### config.mk
export PLATFORM = sky130hd
export DESIGN_NAME = seg7_result_scan
export DESIGN_NICKNAME = d
export VERILOG_FILES = /design/src/rtl/seg7_result_scan.sv
export SDC_FILE = /design/constraint.sdc
export NUM_CORES = 1
export LEC_CHECK = 0
export CAP_MARGIN = 5
export CORE_UTILIZATION = 25
export DETAILED_ROUTE_END_ITERATION = 16
export HOLD_SLACK_MARGIN = 0.12
export PLACE_DENSITY = 0.6
export SKIP_CTS_REPAIR_TIMING = 1
export SYNTH_ARGS = -nofsm -noshare
export SYNTH_HDL_FRONTEND = slang
export SYNTH_SLANG_ARGS = --single-unit
### constraint.sdc
create_clock -name clk -period 2.9 [get_ports clk]
set_input_delay 0.58 -clock clk [delete_from_list [all_inputs] [get_ports clk]]
set_output_delay 0.58 -clock clk [all_outputs]
set_load 0.02 [all_outputs]
### src/rtl/seg7_result_scan.sv
// Purpose: latches the CPU result word and scans it as 8 hex digits on a
//          common-anode 7-segment array.
// Latency: one cycle from value_valid to shown; one cycle from (state, idx, shown) to an/seg/dp.
// Backpressure: none; value_valid is a load strobe, and freeze drops it.
//
// Ports:
//   clk, reset   posedge clock, synchronous active-high reset
//   value        32-bit result word, loaded when value_valid=1 and freeze=0
//   freeze       holds the displayed word and lights dp on digit 0
//   blank_lz     blanks leading-zero digits; digit 0 is never blanked
//   shown        latched word being displayed
//   an/seg/dp    anode enables, segments {g,f,e,d,c,b,a}, decimal point
module seg7_result_scan #(
    parameter int SCAN_DIV   = 50000,
    parameter int BLANK_CYC  = 500,
    parameter bit ACTIVE_LOW = 1'b1
) (
    input  logic        clk,
    input  logic        reset,
    input  logic [31:0] value,
    input  logic        value_valid,
    input  logic        freeze,
    input  logic        blank_lz,
    output logic [31:0] shown,
    output logic [7:0]  an,
    output logic [6:0]  seg,
    output logic        dp
);

    localparam int PC_W = (SCAN_DIV > 1) ? $clog2(SCAN_DIV) : 1;
    localparam logic [PC_W-1:0] PC_LAST  = PC_W'(SCAN_DIV - 1);
    localparam logic [PC_W-1:0] PC_BLANK = PC_W'(BLANK_CYC);

    // Inactive levels depend on output polarity.
    localparam logic [7:0] AN_OFF  = ACTIVE_LOW ? 8'hFF : 8'h00;
    localparam logic [6:0] SEG_OFF = ACTIVE_LOW ? 7'h7F : 7'h00;
    localparam logic       DP_OFF  = ACTIVE_LOW;

    typedef enum logic {
        ST_BLANK = 1'b0,
        ST_DRIVE = 1'b1
    } state_t;

    state_t          state_q, state_d;
    logic [PC_W-1:0] pc_q, pc_d;
    logic [2:0]      idx_q, idx_d;
    logic [31:0]     shown_q, shown_d;
    logic [7:0]      an_q, an_d;
    logic [6:0]      seg_q, seg_d;
    logic            dp_q, dp_d;

    logic [4:0]      nib_lsb;
    logic [3:0]      nibble;
    logic [31:0]     upper;
    logic            lz_blanked;
    logic            slot_wrap;

    function automatic logic [6:0] hex7(input logic [3:0] n);
        logic [6:0] s;
        case (n)
            4'h0: s = 7'h3F;
            4'h1: s = 7'h06;
            4'h2: s = 7'h5B;
            4'h3: s = 7'h4F;
            4'h4: s = 7'h66;
            4'h5: s = 7'h6D;
            4'h6: s = 7'h7D;
            4'h7: s = 7'h07;
            4'h8: s = 7'h7F;
            4'h9: s = 7'h6F;
            4'hA: s = 7'h77;
            4'hB: s = 7'h7C;
            4'hC: s = 7'h39;
            4'hD: s = 7'h5E;
            4'hE: s = 7'h79;
            default: s = 7'h71;
        endcase
        return s;
    endfunction

    // Digit selection and leading-zero detection for the current slot.
    always_comb begin
        nib_lsb    = {idx_q, 2'b00};
        nibble     = shown_q[nib_lsb +: 4];
        upper      = shown_q >> nib_lsb;
        // Digit idx is blanked when it and every more significant nibble are zero.
        lz_blanked = blank_lz && (idx_q != 3'd0) && (upper == 32'd0);
    end

    // Scan prescaler, slot index and per-slot BLANK/DRIVE state.
    always_comb begin
        slot_wrap = (pc_q == PC_LAST);
        pc_d      = slot_wrap ? '0 : pc_q + 1'b1;
        idx_d     = slot_wrap ? idx_q + 3'd1 : idx_q;
        state_d   = state_q;
        case (state_q)
            ST_BLANK: if (pc_d == PC_BLANK) state_d = ST_DRIVE;
            ST_DRIVE: if (slot_wrap)        state_d = ST_BLANK;
            default:                        state_d = ST_BLANK;
        endcase
    end

    // Word latch and registered display drive.
    always_comb begin
        shown_d = shown_q;
        if (value_valid && !freeze) begin
            shown_d = value;
        end

        an_d  = AN_OFF;
        seg_d = SEG_OFF;
        dp_d  = DP_OFF;
        if (state_q == ST_DRIVE && !lz_blanked) begin
            an_d  = ACTIVE_LOW ? ~(8'h01 << idx_q) : (8'h01 << idx_q);
            seg_d = ACTIVE_LOW ? ~hex7(nibble) : hex7(nibble);
            if (idx_q == 3'd0 && freeze) begin
                dp_d = ~DP_OFF;
            end
        end
    end

    always_ff @(posedge clk) begin
        if (reset) begin
            state_q <= ST_BLANK;
            pc_q    <= '0;
            idx_q   <= 3'd0;
            shown_q <= 32'd0;
            an_q    <= AN_OFF;
            seg_q   <= SEG_OFF;
            dp_q    <= DP_OFF;
        end else begin
            state_q <= state_d;
            pc_q    <= pc_d;
            idx_q   <= idx_d;
            shown_q <= shown_d;
            an_q    <= an_d;
            seg_q   <= seg_d;
            dp_q    <= dp_d;
        end
    end

    assign shown = shown_q;
    assign an    = an_q;
    assign seg   = seg_q;
    assign dp    = dp_q;

endmodule

==> flow_metrics.py <==
metrics = {
    "die": {
        "fp.dieW_um": 119,
        "io-pin-count": 85,
        "coreArea_um2": 13200,
        "row_count": 42,
        "initial_utilization": 0.257,
        "die-height_um": 119,
        "dieArea_um2": 14100,
    },
    "yosys": {
        "yosys_most_used_dff": "dfxtp_1",
        "synthAdderAreaFrac": 0.0477,
        "yosys_register_bits": 68,
        "syn_area_um2": 3410,
        "syn-num-nets": 441,
        "synth_edf_count": 0,
        "synth_area_leaders": "dfxtp_1, nand2_1, a21oi_1, mux4_2, ha_1",
        "synth_top_area_share": 0.400,
        "synth_top_area_cell": "dfxtp_1",
        "yosysWarnings": 0,
        "synth-simple-area-share": 0.247,
        "postSynthCellCount": 391,
        "seq_area_frac_synth": 0.400,
        "synth_top_family_by_area": "simple AND/OR/NAND/NOR gates",
        "avgSynthCellArea_um2": 8.71,
        "synthXorXnorAreaFrac": 0.0360,
        "synth_compound_area_frac": 0.134,
        "ys_async_sr_fraction": 0,
        "muxShareOfSynthArea": 0.0881,
        "ys_types": 57,
    },
    "drt": {
        "initialDrtViolationCount": 143,
        "ant_nets": 0,
        "drt_pass1_iterations": 4,
        "wl_per_cell_um": 13.9,
        "drc_errors": 0,
        "routed_wl_um": 9080,
        "avgViaCountPerCell": 4.65,
        "vias": 3035,
    },
    "timing": {
        "fmax_ghz": 0.377,
        "slew_headroom": 0.622,
        "setup_viol": 0,
        "fin_ws_ns": 0.249,
        "tns_ns": 0,
        "rsz0062_at_grt": "false",
        "post-route-min-period_ns": 2.65,
        "slew_viol_final": 0,
        "holdWs_ns": 0.495,
        "worstMarginPinSlew_ns": 0.561,
        "hold_viol": 0,
        "clock_skew_ns": 0.00712,
        "period_share": 0.914,
    },
    "power": {
        "total_power_mw": 2.20,
        "p_leak_nw": 1.67,
        "power-per-cell-area_nw_per_um2": 469,
        "ir_drop_mv": 0.209,
    },
    "cts": {
        "clk_latency_ns": 0.32,
        "ctsRootBufferMaster": "clkbuf_16",
        "cts_max_level": 3,
        "clock_sinks": 68,
        "cts_buffers": 9,
        "cts_tree": "built",
        "clockBufferDepth": 2,
        "clk_pin_slew_ns": 0.05,
    },
    "setup_path": {
        "cp.required_ns": 3.13,
        "cp-start-kind": "flip-flop",
        "crit_type": "flip-flop to flip-flop",
        "end_kind": "flip-flop",
        "critPathMaxFanout": 13,
        "arrival_ns": 2.88,
    },
    "run_status": {
        "status": "finished, final reports clean",
    },
    "global_route": {
        "grt_pass1_wl_um": 15100,
        "grt_max_degree": 40,
        "antenna_found_initial": 0,
        "track_usage": 0.135,
        "grt_remaining_overflow": 0,
        "grt_pass1_vias": 3024,
    },
    "run": {
        "max-cap-violations": 0,
    },
    "placement": {
        "globalplace.congestion": 0.843,
        "dp.final_hpwl_um": 6880,
        "portBuffers": 84,
        "post-place-ws_ns": 0.0486,
        "placed_cell_area_um2": 4420,
        "place_inst": 637,
    },
    "final_layout": {
        "areaGrowthSynthToFinish_pct": 37.7,
        "insertedDiodeCount": 0,
        "fin_util": 0.354,
        "design_area_um2": 4690,
        "nFillCells": 1367,
        "nets": 522,
        "final_cell_count_no_fill": 653,
        "drive_gt1_frac": 0.113,
    },
    "worst_hold_path": {
        "hp-class": "flip-flop to flip-flop",
    },
}
-- cells in the mapped netlist, drive strengths merged, types with 2 or more instances --
| cell | number |
|---|---|
| nand2 | 86 |
| dfxtp | 68 |
| a21oi | 38 |
| nor2 | 31 |
| nand3 | 18 |
| ha | 13 |
| buf | 12 |
| clkbuf | 12 |
| inv | 9 |
| mux4 | 8 |
| xor2 | 8 |
| mux2i | 6 |
| nand4 | 6 |
| nor2b | 6 |
| nor3 | 6 |
| nor4 | 6 |
| xnor2 | 6 |
| mux2 | 5 |
| a311oi | 3 |
| a41oi | 3 |
| o211ai | 3 |
| o221ai | 3 |
| or4 | 3 |
| a22oi | 2 |
| and2 | 2 |
| and3 | 2 |
| nand2b | 2 |
| nand3b | 2 |
| o21ai | 2 |
| o22ai | 2 |
| o311ai | 2 |
| or2 | 2 |
| or4b | 2 |
-- flip-flops by register name (all words and copies together) (netlist names) --
name and count:
pc_q 16, seg 7, shown 32, state_q 1
idx_q 3, an 8, dp 1
-- metal layers --
metal  wire, um  track usage  vias up  share of wire
met1       4430        0.174     1381           0.49
met5          0            0        -              0
met4        148       0.0514        0          0.016
li1           -            -     1548              -
met3        482       0.0401       12          0.053
met2       4020        0.211       94           0.44
-- logic make-up (layout without fill, tap and decap cells) --
kind of cell    Yosys count  after routing
buf+inv                  33            119
xor+xnor                 14             14
fa+ha+maj                13             13
flops                    68             68
compound gates           68             68
simple gates            176            176
mux                      19             19
-- cells in the final DEF, fill, tap and decap left out, types with 4 or more instances in the layout --
cell             Yosys  routed
a21oi_1             38      38
buf_4                2      10
mux2i_1              5       5
mux4_2               8       8
nor2b_1              6       5
dfxtp_1             68      66
inv_1                8       8
nand3_1             15      15
xor2_1               8       8
nor2_1              31      31
clkbuf_16            0       9
nor4_1               4       4
ha_1                13      13
xnor2_1              6       6
nor3_1               6       6
clkdlybuf4s50_1      0      84
nand2_1             86      86
nand4_1              6       6
mux2_2               5       5
clkinv_2             0       4
-- power breakdown --
part	switching, mW	internal (mW)	total, mW
combinational	0.123	0.130	0.254
clock	0.383	0.573	0.956
sequential	0.0326	0.958	0.991
total	0.539	1.66	2.20
-- layout make-up --
cell class | instances | area [um2] | share of cell area
clock buffers | 11 | 233 | 0.0496
clock inverters | 5 | 28.8 | 0.00613
inverters | 9 | 33.8 | 0.00720
multi-input cells | 290 | 1890 | 0.404
flip-flops and latches | 68 | 1370 | 0.291
well taps | 176 | 220 | 0.0469
repair buffers | 94 | 916 | 0.195
-- critical path, stage by stage (launching register included) --
cell	delay [ns]
dfxtp_4	0.41
mux4_2	0.54
nand2_1	0.08
nand2_1	0.06
inv_1	0.10
ha_1	0.23
nor4bb_2	0.24
o31a_1	0.19
a221o_1	0.13
o31ai_1	0.12
or2_4	0.36
o311ai_1	0.09
-- worst paths after layout --
check             startpoint         to  slack, ns  cells past startpoint
setup reg to reg    idx_q[0]     seg[2]       0.25                     11
hold reg to reg    shown[24]  shown[24]       0.50                      2
setup / recovery    idx_q[0]     seg[2]       0.25                     11
hold / removal     shown[24]  shown[24]       0.50                      2
No activity file was read; power rests on OpenSTA's default activity.
==> patch 1 (same flow settings) <==
Take the reset off `pc_q` and load it in a clocked block of its own.
--- a/src/rtl/seg7_result_scan.sv
+++ b/src/rtl/seg7_result_scan.sv
@@ -122,7 +122,6 @@
     always_ff @(posedge clk) begin
         if (reset) begin
             state_q <= ST_BLANK;
-            pc_q    <= '0;
             idx_q   <= 3'd0;
             shown_q <= 32'd0;
             an_q    <= AN_OFF;
@@ -130,13 +129,16 @@
             dp_q    <= DP_OFF;
         end else begin
             state_q <= state_d;
-            pc_q    <= pc_d;
             idx_q   <= idx_d;
             shown_q <= shown_d;
             an_q    <= an_d;
             seg_q   <= seg_d;
             dp_q    <= dp_d;
         end
+    end
+
+    always_ff @(posedge clk) begin
+        pc_q <= pc_d;
     end
 
     assign shown = shown_q;
Function: same outputs for any inputs over 10 cycles, from zero or initial values and one cycle with reset high; that may be too few to reach the edited logic, so the function may still have changed.
==> patch 1 against the original RTL <==
The flow now finishes with violations (DRC); area after synthesis decreased by 1.2%; global-route usage rose by 0.24 points; via count grew 2.5%; critical endpoint unchanged; first-iteration DRC count decreased by 13%; total power grew 8.7%; final area increased by 0.64%; synthesized cell count fell by 0.26%; die area decreased by 1.2%; wire length is 3.2% higher; largest power group is now the clock network; hold slack is essentially flat; setup slack better by 0.010 ns; sequential cell count stayed put; critical path depth is 1 lower.
==> patch 1: results (changes against the original RTL) <==
| Metric | Value |
|---|---|
| Commonest cells post-synth | `nand2_1, dfxtp_1, a21oi_1, nor2_1, clkbuf_1` |
| Static Leak | `1.76 nW (+5.8%)` |
| Design area | `4720 µm² (+0.64%)` |
| Asr flop ratio synth | `0% (unchanged)` |
| Top area cells in the synthesized netlist | `dfxtp_1, nand2_1, a21oi_1, ha_1, mux4_1` |
| Avg Vias per Cell | `4.75 (+2.2%)` |
| Ys flop type | `dfxtp_1` |
| Reg2Reg Depth | `10 (-1)` |
| WP data arrival | `2.91 ns (+0.03 ns)` |
| Worst min path class | `flop to flop` |
| Mapped Nets | `440 (-0.23%)` |
| Delay of the slowest critical-path stage | `0.56 ns (+0.02 ns)` |
| H-tree Lvls | `3 (unchanged)` |
| Fillers | `1343 (-1.8%)` |
| Slew @ Worst Pin | `0.538 ns (-0.0238 ns)` |
| Max FFs per register | `32 (unchanged)` |
| Critical path's slowest cell | `mux4_2` |
| CP top delay family | `compound AO/OA/AOI/OAI gates` |
| Non-Filler Instances | `655 (+0.31%)` |
| Seq/Total Area, Yosys | `40.5% (+0.51 points)` |
| Clock Pin Slew Worst Setup and Hold Paths | `~0.060 ns` |
| Placed cells | `639 (+0.31%)` |
| CTS Buf Count | `9 (unchanged)` |
| Initial DRC count | `125 (-13%)` |
| First-pass GRT wire length | `15100 µm (-0.41%)` |
| Violated checks | `DRC` |
| Synthesized instance count | `390 (-0.26%)` |
| Core area | `13200 µm² (-0.40%)` |
| GP Congestion | `0.914 (+8.5%)` |
| Share of layout cells above drive strength 1 | `8.56% (-2.8 points)` |
| Peak VDD IR | `0.258 mV (+24%)` |
| DP Area | `4400 µm² (-0.40%)` |
| Outcome | `finished, violations left` |
| Largest net degree at the start of global routing | `33 (-18%)` |
| Detailed placement HPWL | `7210 µm (+4.8%)` |
| Yosys cell types | `52 (-8.8%)` |
| Buffers on Ports | `84 (unchanged)` |
| Post-synth EDFFs | `0 (unchanged)` |
| GRT Util Overall | `13.7% (+0.24 points)` |
| Crit Path Max Fanout | `8 (-5)` |
| 1st-pass router iterations | `10 (+6)` |
| Hold path depth | `1 (-1)` |
| Setup_tns | `0 ns (unchanged)` |
| Vias in the first global route | `3045 (+0.69%)` |
| Place WS | `0.180 ns (+0.131 ns)` |
| Worst clock skew | `0.00767 ns (+0.000549 ns)` |
| Routed wire length | `9370 µm (+3.2%)` |
| Nets@finish | `524 (+0.38%)` |
| Residual DRC | `2 (+2)` |
patch 1: path summary, 6_finish.rpt:
check	slack, ns	end	start
max	0.26	seg[2]$_SDFF_PP1_	idx_q[1]$_SDFFE_PP0N_
min	0.50	pc_q[0]$_DFF_P_	pc_q[0]$_DFF_P_
max reg2reg	0.26	seg[2]$_SDFF_PP1_	idx_q[1]$_SDFFE_PP0N_
min reg2reg	0.50	pc_q[0]$_DFF_P_	pc_q[0]$_DFF_P_
patch 1: where the power goes:
group / switching (mW) / total, mW / internal [mW]
Clock: 0.386 / 1.16 / 0.771
Combinational: 0.120 / 0.249 / 0.129
Sequential: 0.0308 / 0.986 / 0.956
Total: 0.537 / 2.39 / 1.85
patch 1: cell type report:
cell class              count  area share (%)
clock buffers              11            5.14
inverters                   7           0.557
well taps                 176            4.66
flip-flops and latches     68            28.9
multi-input cells         292            39.5
clock inverters             5            1.59
repair buffers             96            19.7
patch 1: kinds of logic after synthesis:
group	after synthesis	synth area share (%)
AOI/OAI and AO/OA	71	13.8
xor gates and xnor gates	16	4.16
DFF	68	40.5
adders and majority gates	13	4.83
and+or+nand+nor	172	22.9
buffers and inverters	30	4.28
muxes	20	9.56
patch 1: routing by layer:
layer / part of all wire [%] / routed length (µm) / GRT usage [%] / vias up
met4: 4.4 / 414 / 8.09 / 0
met2: 46 / 4280 / 21.5 / 117
met5: 0 / 0 / 0 / -
li1: - / - / - / 1536
met3: 6.8 / 637 / 4.99 / 26
met1: 43 / 4040 / 16.0 / 1431
patch 1: worst register-to-register path: stages, from the launching register on:
cell	delay (ns)
dfxtp_1	0.52
mux4_2	0.56
nand2_1	0.08
nand2_1	0.14
inv_1	0.14
ha_1	0.18
nand2_1	0.05
a2111oi_1	0.33
a31oi_2	0.21
a21oi_4	0.22
a221o_1	0.14
==> patch 2 (same flow settings) <==
Made on the original files. Change the parameter `SCAN_DIV` from 50000 to 25000.
--- a/src/rtl/seg7_result_scan.sv
+++ b/src/rtl/seg7_result_scan.sv
@@ -11,7 +11,7 @@
 //   shown        latched word being displayed
 //   an/seg/dp    anode enables, segments {g,f,e,d,c,b,a}, decimal point
 module seg7_result_scan #(
-    parameter int SCAN_DIV   = 50000,
+    parameter int SCAN_DIV   = 25000,
     parameter int BLANK_CYC  = 500,
     parameter bit ACTIVE_LOW = 1'b1
 ) (
Function: no difference found for any inputs over 10 cycles, from zero or initial values and one cycle with reset high; that may be too few to reach the edited logic, so the function may still have changed.
==> patch 2 against the original RTL <==
Count of clock-buffer cells in the layout increased by 1; sequential power down 1%; setup slack improved by 0.14 ns; critical path depth shrank 2; total power grew 1.4%; area after synthesis fell by 2.9%; highest routed layer unchanged; core utilization up 0.61 points; final cell count decreased by 0.77%; sequential share of layout area is essentially flat; die area is 2.8% lower; sequential cell count shrank 1; largest power group is now the clock network; final area fell by 1.9%; wire length is 0.25% lower.
==> patch 2: results (changes against the original RTL) <==
| Metric | Value |
|---|---|
| Hold path start | `pc_q[0]$_SDFF_PP0_` |
| Worst min path class | `flop to flop` |
| Largest net degree at the start of global routing | `38 (-5.0%)` |
| # diodes | `0 (unchanged)` |
| Synthesized instance count | `391 (unchanged)` |
| Internal reg-to-reg setup slack | `0.39 ns (+0.14 ns)` |
| CTS Buf Count | `9 (unchanged)` |
| Overall power | `2.23 mW (+1.4%)` |
| Antenna Violating Nets Remaining | `0 (unchanged)` |
| Static Leak | `1.64 nW (-1.5%)` |
| Worst clock skew | `0.00916 ns (+0.00204 ns)` |
| Ys Warns | `0 (unchanged)` |
| Seq/Total Area, Yosys | `40.5% (+0.57 points)` |
| Vias in the first global route | `2921 (-3.4%)` |
| First-pass GRT wire length | `15000 µm (-0.73%)` |
| Hold path endpoint | `pc_q[0]$_SDFF_PP0_` |
| Switching share of power | `24.8% (+0.34 points)` |
| Flop+latch power | `981 µW (-1%)` |
| Hold path depth | `1 (-1)` |
| Clk Tree Root Cell | `clkbuf_16` |
| Hold slack | `0.476 ns (-0.0194 ns)` |
| Clock Tree Buf Depth | `2 (unchanged)` |
| Share of layout cells above drive strength 1 | `8.61% (-2.7 points)` |
| Clock Pin Slew Worst Setup and Hold Paths | `around 0.060 ns` |
| 1st-pass router iterations | `4 (unchanged)` |
| Slew HR | `72.6% (+10 points)` |
| Asr flop ratio synth | `0% (unchanged)` |
| Avg Vias per Cell | `4.76 (+2.4%)` |
| Yosys cell types | `50 (-12%)` |
| Peak VDD IR | `0.263 mV (+26%)` |
| H-tree Lvls | `3 (unchanged)` |
| Clock latency on the worst-skew pair | `0.33 ns` |
| Clock power share | `44.5% (+1.1 points)` |
| Mapped Nets | `440 (-0.23%)` |
| Crit Path Max Fanout | `13 (unchanged)` |
| End of the critical path | `seg[2]$_SDFF_PP1_` |
| GRT Util Overall | `14.4% (+0.91 points)` |
| Commonest cells post-synth | `nand2_1, dfxtp_1, a21oi_1, nor2_1, clkbuf_1` |
| Top area cells in the synthesized netlist | `dfxtp_1, nand2_1, a21oi_1, mux4_2, ha_1` |
| Buffers on Ports | `84 (unchanged)` |
| Place WS | `0.455 ns (+0.407 ns)` |
| Maximum clock frequency | `0.399 GHz (+5.7%)` |
| Outcome | `finished clean` |
| CP startpoint | `idx_q[0]$_SDFFE_PP0N_` |
| Max FFs per register | `32 (unchanged)` |
| GP Congestion | `0.901 (+6.9%)` |
| DP Area | `4330 µm² (-2.0%)` |
| Placed cells | `632 (-0.78%)` |
| Reg2Reg Depth | `9 (-2)` |
| Non-Filler Instances | `648 (-0.77%)` |
| WP data arrival | `2.74 ns (-0.14 ns)` |
| Initial DRC count | `158 (+10%)` |
| Detailed placement HPWL | `6780 µm (-1.4%)` |
| Nets@finish | `520 (-0.38%)` |
| Routed wire length | `9060 µm (-0.25%)` |
## patch 2: cell count changes after synthesis, sizes merged, moves of 3 or more
| cell | unedited run | this run |
|---|---|---|
| o22ai | 2 | 6 |
| nor4 | 6 | 10 |
| or4 | 3 | 0 |
| nand3 | 18 | 11 |
| nor3 | 6 | 9 |
| nor2b | 6 | 3 |
| a311oi | 3 | 0 |
| o211ai | 3 | 7 |
| nand2b | 2 | 10 |
## patch 2: layer usage
layer / share of wire (%) / vias up / track usage (%)
met5: 0 / - / 0
met4: 2.3 / 0 / 6.84
met3: 6.2 / 18 / 3.30
met2: 44 / 111 / 21.9
met1: 48 / 1429 / 19.3
li1: - / 1527 / -
## patch 2: logic make-up (layout without fill, tap and decap cells)
logic type / count (synthesis) / after routing / synth area share [%]
DFF: 67 / 67 / 40.5
and+or+nand+nor: 175 / 175 / 24.5
AOI/OAI and AO/OA: 73 / 73 / 13.7
muxes: 17 / 17 / 8.66
adders and majority gates: 12 / 12 / 4.54
xor gates and xnor gates: 14 / 14 / 3.71
buffers and inverters: 33 / 118 / 4.35
## patch 2: cell type report
| class | instances | area (µm²) |
|---|---|---|
| clock buffer | 12 | 246 |
| clock inverter | 4 | 26.3 |
| fill | 1296 | 8170 |
| inverter | 8 | 30.0 |
| multi-input combinational | 291 | 1830 |
| sequential | 67 | 1340 |
| tap | 172 | 215 |
| timing repair buffer | 94 | 916 |
## patch 2: worst max-delay path, stage by stage, from the launching register on
cell and delay, ns:
dfxtp_1 0.50, mux4_2 0.58, nand2_1 0.09, nand2_1 0.12
inv_1 0.16, ha_1 0.20, o211a_1 0.14, a41oi_1 0.14
a21o_1 0.33, o311ai_1 0.15
